===== src/rtl/instr_sequencer_pkg.sv =====
// Shared ISA definitions for the instruction sequencer: IR field positions, control-flow opcodes, FSM states.
// SEQ_SINGLE_STEP_EN adds the STEP_WAIT state.
package isa_pkg;

  localparam int OPER_MSB  = 31;
  localparam int OPER_LSB  = 27;
  localparam int RDST_MSB  = 26;
  localparam int RDST_LSB  = 22;
  localparam int RSRC1_MSB = 21;
  localparam int RSRC1_LSB = 17;
  localparam int MODE_BIT  = 16;
  localparam int RSRC2_MSB = 15;
  localparam int RSRC2_LSB = 11;
  localparam int ISRC_MSB  = 15;
  localparam int ISRC_LSB  = 0;

  localparam logic [4:0] OP_JMP  = 5'd12;
  localparam logic [4:0] OP_JZ   = 5'd13;
  localparam logic [4:0] OP_HALT = 5'd31;

  typedef enum logic [2:0] {
    S_IDLE,
    S_FETCH,
    S_DECODE,
    S_EXEC,
    S_HALTED,
    S_ERROR
`ifdef SEQ_SINGLE_STEP_EN
    , S_STEP_WAIT
`endif
  } seq_state_t;

  function automatic logic [4:0] oper_type(input logic [31:0] ir);
    return ir[OPER_MSB:OPER_LSB];
  endfunction

  function automatic logic [4:0] rdst(input logic [31:0] ir);
    return ir[RDST_MSB:RDST_LSB];
  endfunction

  function automatic logic [4:0] rsrc1(input logic [31:0] ir);
    return ir[RSRC1_MSB:RSRC1_LSB];
  endfunction

  function automatic logic mode(input logic [31:0] ir);
    return ir[MODE_BIT];
  endfunction

  function automatic logic [4:0] rsrc2(input logic [31:0] ir);
    return ir[RSRC2_MSB:RSRC2_LSB];
  endfunction

  function automatic logic [15:0] isrc(input logic [31:0] ir);
    return ir[ISRC_MSB:ISRC_LSB];
  endfunction

endpackage


===== src/rtl/instr_sequencer_if.sv =====
// Instruction-memory and datapath handshake bundle between the sequencer (master) and memory/ALU (slave).
interface instr_sequencer_if #(
  parameter int ADDR_W = 16
);

  logic              imem_req;
  logic [ADDR_W-1:0] imem_addr;
  logic [31:0]       imem_rdata;
  logic              imem_valid;
  logic [31:0]       ir;
  logic              ir_load;
  logic              exec_en;
  logic              exec_done;
  logic              flag_zero;

  modport master (
    output imem_req, imem_addr, ir, ir_load, exec_en,
    input  imem_rdata, imem_valid, exec_done, flag_zero
  );

  modport slave (
    input  imem_req, imem_addr, ir, ir_load, exec_en,
    output imem_rdata, imem_valid, exec_done, flag_zero
  );

endinterface


===== src/rtl/instr_sequencer_watchdog.sv =====
// EXEC-phase watchdog: cleared on entry to EXEC, counts stalled cycles, flags the WDOG_CYCLES-th one.
module seq_watchdog #(
  parameter int WDOG_CYCLES = 64
) (
  input  logic clk,
  input  logic rst_n,
  input  logic clear,
  input  logic count_en,
  output logic expire
);

  localparam int CW = $clog2(WDOG_CYCLES + 1);

  logic [CW-1:0] cnt_q;

  always_ff @(posedge clk or negedge rst_n) begin
    if (!rst_n) begin
      cnt_q <= '0;
    end else if (clear) begin
      cnt_q <= '0;
    end else if (count_en) begin
      cnt_q <= cnt_q + CW'(1);
    end
  end

  // Expiry is flagged during the stalled cycle that brings the count to WDOG_CYCLES.
  assign expire = count_en && (cnt_q == CW'(WDOG_CYCLES - 1));

endmodule


===== src/rtl/instr_sequencer.sv =====
// Fetch/decode/execute controller: owns the PC and IR, resolves JMP/JZ/HALT, hands other ops to the datapath.
// Optional SEQ_SINGLE_STEP_EN inserts a STEP_WAIT pause after each completed instruction.
module instr_sequencer
  import isa_pkg::*;
#(
  parameter int ADDR_W      = 16,
  parameter int WDOG_CYCLES = 64
) (
  input  logic              clk,
  input  logic              rst_n,
  input  logic              start,
`ifdef SEQ_SINGLE_STEP_EN
  input  logic              step,
`endif
  instr_sequencer_if.master bus,
  output logic [ADDR_W-1:0] pc,
  output logic              busy,
  output logic              halted,
  output logic              err
);

  seq_state_t        state_q, state_d;
  logic [ADDR_W-1:0] pc_q, pc_d;
  logic [31:0]       ir_q, ir_d;
  logic              ir_load;
  logic              wd_clear, wd_count, wd_expire;
  logic [15:0]       target;

`ifdef SEQ_SINGLE_STEP_EN
  localparam seq_state_t RESUME = S_STEP_WAIT;
  logic step_q;
  logic step_rise;

  always_ff @(posedge clk or negedge rst_n) begin
    if (!rst_n) step_q <= 1'b0;
    else        step_q <= step;
  end

  assign step_rise = step && !step_q;
`else
  localparam seq_state_t RESUME = S_FETCH;
`endif

  seq_watchdog #(
    .WDOG_CYCLES(WDOG_CYCLES)
  ) u_watchdog (
    .clk     (clk),
    .rst_n   (rst_n),
    .clear   (wd_clear),
    .count_en(wd_count),
    .expire  (wd_expire)
  );

  always_ff @(posedge clk or negedge rst_n) begin
    if (!rst_n) begin
      state_q <= S_IDLE;
      pc_q    <= '0;
      ir_q    <= '0;
    end else begin
      state_q <= state_d;
      pc_q    <= pc_d;
      ir_q    <= ir_d;
    end
  end

  always_comb begin
    state_d  = state_q;
    pc_d     = pc_q;
    ir_d     = ir_q;
    ir_load  = 1'b0;
    wd_clear = 1'b0;
    wd_count = 1'b0;
    target   = isrc(ir_q);

    case (state_q)
      S_IDLE, S_HALTED, S_ERROR: begin
        if (start) begin
          pc_d    = '0;
          state_d = S_FETCH;
        end
      end

      S_FETCH: begin
        if (bus.imem_valid) begin
          ir_d    = bus.imem_rdata;
          ir_load = 1'b1;
          state_d = S_DECODE;
        end
      end

      S_DECODE: begin
        case (oper_type(ir_q))
          OP_HALT: state_d = S_HALTED;
          OP_JMP: begin
            pc_d    = target[ADDR_W-1:0];
            state_d = RESUME;
          end
          OP_JZ: begin
            pc_d    = bus.flag_zero ? target[ADDR_W-1:0] : pc_q + ADDR_W'(1);
            state_d = RESUME;
          end
          default: begin
            wd_clear = 1'b1;
            state_d  = S_EXEC;
          end
        endcase
      end

      S_EXEC: begin
        if (bus.exec_done) begin
          pc_d    = pc_q + ADDR_W'(1);
          state_d = RESUME;
        end else begin
          wd_count = 1'b1;
          if (wd_expire) state_d = S_ERROR;
        end
      end

`ifdef SEQ_SINGLE_STEP_EN
      S_STEP_WAIT: begin
        if (step_rise) state_d = S_FETCH;
      end
`endif

      default: state_d = S_IDLE;
    endcase
  end

  assign bus.imem_req  = (state_q == S_FETCH);
  assign bus.imem_addr = pc_q;
  assign bus.ir        = ir_q;
  assign bus.ir_load   = ir_load;
  assign bus.exec_en   = (state_q == S_EXEC);

  assign pc     = pc_q;
  assign busy   = (state_q == S_FETCH) || (state_q == S_DECODE) || (state_q == S_EXEC);
  assign halted = (state_q == S_HALTED);
  assign err    = (state_q == S_ERROR);

endmodule


===== src/flat_wrapper.sv =====
// flat-port wrapper written by rule: the top's interface ports become plain ports
module instr_sequencer_flat import isa_pkg::*;
#(
  parameter int ADDR_W      = 16,
  parameter int WDOG_CYCLES = 64
)
  (clk, rst_n, start, pc, busy, halted, err, bus_imem_req, bus_imem_addr, bus_ir, bus_ir_load, bus_exec_en, bus_imem_rdata, bus_imem_valid, bus_exec_done, bus_flag_zero);
  instr_sequencer_if #(.ADDR_W(ADDR_W)) bus_i ();
  input  logic clk;
  input  logic rst_n;
  input  logic start;
  output logic [ADDR_W-1:0] pc;
  output logic busy;
  output logic halted;
  output logic err;
  output wire logic [$bits(bus_i.imem_req)-1:0] bus_imem_req;
  output wire logic [$bits(bus_i.imem_addr)-1:0] bus_imem_addr;
  output wire logic [$bits(bus_i.ir)-1:0] bus_ir;
  output wire logic [$bits(bus_i.ir_load)-1:0] bus_ir_load;
  output wire logic [$bits(bus_i.exec_en)-1:0] bus_exec_en;
  input wire logic [$bits(bus_i.imem_rdata)-1:0] bus_imem_rdata;
  input wire logic [$bits(bus_i.imem_valid)-1:0] bus_imem_valid;
  input wire logic [$bits(bus_i.exec_done)-1:0] bus_exec_done;
  input wire logic [$bits(bus_i.flag_zero)-1:0] bus_flag_zero;
  assign bus_imem_req = bus_i.imem_req;
  assign bus_imem_addr = bus_i.imem_addr;
  assign bus_ir = bus_i.ir;
  assign bus_ir_load = bus_i.ir_load;
  assign bus_exec_en = bus_i.exec_en;
  assign bus_i.imem_rdata = bus_imem_rdata;
  assign bus_i.imem_valid = bus_imem_valid;
  assign bus_i.exec_done = bus_exec_done;
  assign bus_i.flag_zero = bus_flag_zero;
  instr_sequencer #(.ADDR_W(ADDR_W), .WDOG_CYCLES(WDOG_CYCLES)) u_core (.clk(clk), .rst_n(rst_n), .start(start), .bus(bus_i), .pc(pc), .busy(busy), .halted(halted), .err(err));
endmodule

===== config.mk =====
export PLATFORM = sky130hd
export DESIGN_NAME = instr_sequencer_flat
export DESIGN_NICKNAME = d
export VERILOG_FILES = /design/src/rtl/instr_sequencer_pkg.sv /design/src/rtl/instr_sequencer_if.sv /design/src/rtl/instr_sequencer_watchdog.sv /design/src/rtl/instr_sequencer.sv /design/src/flat_wrapper.sv
export SDC_FILE = /design/constraint.sdc
export NUM_CORES = 1
export LEC_CHECK = 0
export BUFFER_PORTS_ARGS = -buffer_cell sky130_fd_sc_hd__buf_2
export CORE_UTILIZATION = 54
export DETAILED_ROUTE_END_ITERATION = 7
export GPL_TIMING_DRIVEN = 0
export HOLD_SLACK_MARGIN = 0.06
export PLACE_DENSITY = 0.83
export SKIP_CTS_REPAIR_TIMING = 1
export SYNTH_ARGS = -nofsm -noshare
export SYNTH_HDL_FRONTEND = slang
export SYNTH_SLANG_ARGS = --single-unit

===== constraint.sdc =====
create_clock -name clk -period 4.8 [get_ports clk]
set_input_delay 0.24 -clock clk [delete_from_list [all_inputs] [get_ports clk]]
set_output_delay 0.24 -clock clk [all_outputs]
set_load 0.02 [all_outputs]

==> Word level (Yosys, flattened, before mapping) <==
Cells that the tools add are included.
{ "op_classes": {"n_mux": 19, "add_sub_neg": 2, "n_eq_ne": 14, "reduce_logical": 12} }
{ "op_table": {"columns": ["op", "count"], "rows": [
  ["$mux W16", 3],
  ["$pmux W16 S3", 1],
  ["$pmux W16 S2", 1],
  ["$add A16 B1 Y16 const B", 1],
  ["$mux W7", 2],
  ["$mux W3", 4],
  ["$pmux W3 S4", 1],
  ["$eq A5 B4 Y1 const B", 2],
  ["$add A7 B1 Y7 const B", 1],
  ["$eq A7 B6 Y1 const B", 1],
  ["$eq A3 B2 Y1 const B", 2],
  ["$eq A3 B3 Y1 const B", 2],
  ["$mux W1", 6],
  ["$pmux W3 S2", 1],
  ["$reduce_or A3 Y1", 2],
  ["$eq A5 B5 Y1 const B", 1],
  ["$ne A2 B1 Y1 const B", 2],
  ["$reduce_and A4 Y1", 1],
  ["$eq A3 B1 Y1 const B", 1],
  ["$logic_not A3 Y1", 1],
  ["$ne A3 B1 Y1 const B", 1],
  ["$ne A3 B3 Y1 const B", 1],
  ["$reduce_and A3 Y1", 1],
  ["$reduce_bool A3 Y1", 1],
  ["6 further kinds", 7]
]} }
{ "totals": {"wordCells": 51, "ff_bits": 58, "out_inout_bits": 70} }

==> Depth between registers and ports, before layout <==
{ "depth": {"word_depth": 6, "ltp_mapped": 8, "ltp_nobuf": 6} }

==> Cells and area by module <==
Synthesis repeated with hierarchy kept, for this count alone.
{ "unflattened": {"cells_unflattened": 282, "area_unflattened_um2": 3064.2} }
{ "modules_own_cells": {"columns": ["mod", "cells_each", "n_inst", "area_per_inst_um2", "seq_area_each_um2"], "rows": [
  ["instr_sequencer", 250, 1, 2728.9, 1276.2],
  ["seq_watchdog", 32, 1, 335.3, 175.2]
]} }

==> Least setup slack after synthesis <==
No wires, ideal clock.
{ "synth_timing": {"path_kind": "reg2reg", "from": "register u_core.state_q[0]", "to": "register u_core.ir_q[22], in the netlist u_core.bus.ir[22]", "path_slack_ps": 2997, "n_path_buf": 2, "required_time_ps": 4675, "arrival_time_ps": 1678, "stages_incl_launch_ff": 7, "cell_sequence": "dfrtp_1 nor2b_1 and2b_1 and2_1 buf_4 buf_6 mux2_2"} }
{ "synth_via": {"elab_chain_len": 2} }
{ "synth_rtl": {"columns": ["element", "line", "text"], "rows": [
  ["start: declaration", "instr_sequencer.sv:22", "seq_state_t state_q, state_d;"],
  ["start signal: assignment", "instr_sequencer.sv:60", "state_q <= state_d;"],
  ["$eq A3 B1 Y1", null, null],
  ["named net bus_imem_req", "flat_wrapper.sv:16", "output wire logic [$bits(bus_i.imem_req)-1:0] bus_imem_req;"],
  ["$reduce_and A2 Y1 (no line)", null, null],
  ["end signal: assignment", "instr_sequencer.sv:62", "ir_q <= ir_d;"],
  ["end: declaration", "instr_sequencer.sv:24", "logic [31:0] ir_q, ir_d;"]
]} }
The timed path passes the listed nets, and every way through them passes these cells.
A chain may end at the register's enable or synchronous reset.

==> Worst setup path in the final report <==
{ "layout_timing": {"from": "register u_core.state_q[0]", "to": "output port bus_ir_load"} }
{ "layout_via": {"elab_chain_len": 2} }
{ "layout_rtl": {"columns": ["element", "line", "text"], "rows": [
  ["$eq A3 B1 Y1", "instr_sequencer.sv:75", "case (state_q)"],
  ["$mux W1", "instr_sequencer.sv:75", null],
  ["end: declaration", "flat_wrapper.sv:19", "output wire logic [$bits(bus_i.ir_load)-1:0] bus_ir_load;"]
]} }
No other way between the ends.

==> run_results.csv <==
group,metric,value,unit
logic_synthesis,synth-edff-count,0,
logic_synthesis,synth_top_flop_cell,"dfrtp_1",
setup_path,slowest_stage,"dfrtp_1",
global_routing,overflow,0,
setup_path,crit_path_end_kind,"output pin",
logic_synthesis,synth-xor-area-share,0.01460,
placement,dp_cells,461,
logic_synthesis,yosys_register_bits,58,
logic_synthesis,async_flop_share,1.000,
routing,routed_wl,6859,um
logic_synthesis,synth.net_count,324,
setup_path,worstSetupStartpointType,"flip-flop",
logic_synthesis,synthDistinctLibCells,47,
logic_synthesis,synth_compound_area_frac,0.1368,
placement,io_buffers,107,
timing,grt_setup_unrepaired,"no",
finish,nets,443,
placement,gp_congestion,0.8605,
power_and_ir_drop,p_leak,1.877,nW
logic_synthesis,synth_top_family_by_area,"simple AND/OR/NAND/NOR gates",
global_routing,grt_pass1_wl,11420,um
timing,fin_ws,2677,ps
timing,worstMarginPinSlew,730.5,ps
placement,place_area,3622,sq um
run_status,status,"finished clean",
clock_network,cts_sinks,58,
logic_synthesis,synthSimpleGateAreaFrac,0.1602,
routing,drc,0,
routing,wl_per_cell,14.38,um
timing,finalClockSkew,5.337,ps
clock_network,cts-root-buf,"clkbuf_8",
timing,max_slew_margin,0.5130,
routing,drt_first_pass_iters,4,
finish,syn2layout_area_growth,27.99,%
setup_path,slowest_delay,490,ps
setup_path,cp_max_fo,10,
logic_synthesis,synth_fa_ha_area_frac,0.008344,
floorplanning,start_util,0.5726,
timing,period_needed,2123,ps
setup_path,critPathTopFamily,"simple AND/OR/NAND/NOR gates",
logic_synthesis,synthMuxAreaShare,0.1235,
job,cap_violations,0,
floorplanning,die_h,76.53,um
global_routing,grt_usage,0.2499,
logic_synthesis,netlist_area,2999,sq um
setup_path,cp.arrival,1880,ps
setup_path,crit_buf_inv,3,
power_and_ir_drop,p_per_area,670.7,nW/um^2
routing,vias_per_cell,5.468,
timing,hold_viol,0,
clock_network,cts_inserted_buffers,9,
power_and_ir_drop,total_power,2.574,mW
timing,slew_viol_final,0,
logic_synthesis,yosysWarnings,0,
floorplanning,core,5238,sq um
floorplanning,rows,26,
global_routing,antenna_found_initial,0,
placement,place_ws,2894,ps
timing,setup_viol,0,
floorplanning,io_pins,108,
clock_network,cts_tree,"yes",
hold_path,hold_path_class,"primary input to flip-flop",
floorplanning,die_w,76.53,um
routing,drt_first_iter_violations,179,
logic_synthesis,synthCells,284,
floorplanning,dieArea,5856,sq um
timing,post-route-period-util,0.4423,
setup_path,required,4560,ps
clock_network,htree_levels,3,
clock_network,clk_latency,330,ps
timing,finalSetupTns,0,ps
finish,drive_gt1_frac,0.4521,
finish,final_cells,477,
global_routing,first_global_vias,2438,
routing,num_vias,2608,
clock_network,clockBufferDepth,2,
placement,dp_hpwl,4817,um
setup_path,cp_cell_sequence,"nor2b_1, and2b_1, and2_1, buf_4, buf_6, buf_2",
logic_synthesis,seq_area_frac_synth,0.4839,
finish,fill_cells,391,
global_routing,grt_max_degree,59,
logic_synthesis,syn_avg_cell_area,10.56,sq um
setup_path,crit_type,"flip-flop to output pin",
timing,max_freq,471.1,MHz
power_and_ir_drop,peakVddDrop,0.0004323,V
routing,antenna_left,0,
finish,fin_area,3839,sq um
finish,post-route-util,0.7329,
clock_network,clkTransAtPathRegs,60,ps
timing,hold_ws,125.1,ps
finish,antenna_cells,0,
[cell families after synthesis]
kind of cell,count (synthesis)
AOI/OAI and AO/OA,69
xor gates and xnor gates,5
adders and majority gates,2
buffers and inverters,30
DFF,58
muxes,33
and+or+nand+nor,87
[final timing paths]
kind                              startpoint                       end  slack, ps  cells after the start
min                        bus_imem_rdata[5]          u_core.bus.ir[5]        130                      2
max                        u_core.state_q[0]               bus_ir_load       2680                      6
max in group asynchronous              rst_n         u_core.state_q[2]       3810                      2
min in group asynchronous              rst_n          u_core.bus.ir[7]        510                      2
min reg2reg                u_core.bus.ir[25]         u_core.bus.ir[25]        500                      1
max reg2reg                u_core.state_q[1]  u_core.bus.imem_addr[11]       2850                      8
[layer usage]
metal  up-vias  GRT usage  wire [um]
li1       1255          -          -
met1      1228     0.3276       3003
met2       110     0.3946       3305
met3        15    0.05749        406
met4         0     0.1135        143
met5         -          0          0
[where the power goes]
part           leakage (nW)  switching [mW]  internal [mW]
logic                  1.04           0.703          0.511
clock network         0.106           0.183          0.279
registers             0.730           0.207          0.693
[sequential cells by signal, indices dropped and copies added, names as in the netlist]
signal / cells
u_core.state_q: 3
u_core.u_watchdog.cnt_q: 7
u_core.bus.ir: 32
u_core.bus.imem_addr: 16
[cell usage after synthesis, types with 2 or more instances]
library cell  count  share of area
and2_1            2         0.0042
nor2b_1           8          0.017
clkbuf_1          3         0.0038
ha_1              2         0.0083
or3_1             2         0.0042
nor4_1            4         0.0083
nand2_1          20          0.025
o31a_1            2         0.0058
and3_1            6          0.013
o21ai_0          27          0.045
nor3_1            5         0.0083
nand3_1           8          0.013
a31oi_1           5          0.010
nand2b_1          2         0.0042
nor3b_1           3         0.0075
and2b_1           2         0.0050
buf_6             4          0.015
o211ai_1          2         0.0050
mux2_2           31           0.12
buf_4            19          0.048
dfrtp_1          58           0.48
xor2_1            4          0.012
o21ai_1           3         0.0050
nand4_1           2         0.0042
a21oi_1          19          0.032
nor2_1           16          0.020
o2111ai_1         2         0.0058
a21o_1            2         0.0050
buf_2             3         0.0050
[cell type report]
type                       count  area, sq um  share of cell area
sequential                    58         1451              0.3781
clock inverter                 2        35.03            0.009126
multi-input combinational    196         1330              0.3465
tap                           70        87.58             0.02282
clock buffer                  13        168.9             0.04400
buffer                        29        214.0             0.05574
inverter                       1        3.754           0.0009778
timing repair buffer         108        548.0              0.1428
[cell usage in the layout, fill, tap and decap left out, types with 2 or more instances in the layout]
cell type / count
o31a_1: 2
and3_1: 6
nand4_1: 2
nor3_1: 5
o2111ai_1: 2
clkbuf_8: 12
or3_1: 2
and2b_1: 2
nand2_1: 20
a31oi_1: 5
clkbuf_1: 4
ha_1: 2
o211ai_1: 2
o21ai_1: 3
nor4_1: 4
nor2b_1: 8
xor2_1: 4
and2_1: 2
buf_6: 4
nor2_1: 16
nor3b_1: 3
o21ai_0: 27
nand3_1: 8
mux2_2: 31
dfrtp_1: 58
buf_4: 20
nand2b_1: 2
a21oi_1: 19
a21o_1: 2
buf_2: 109
No activity file was read; power rests on OpenSTA's default activity.
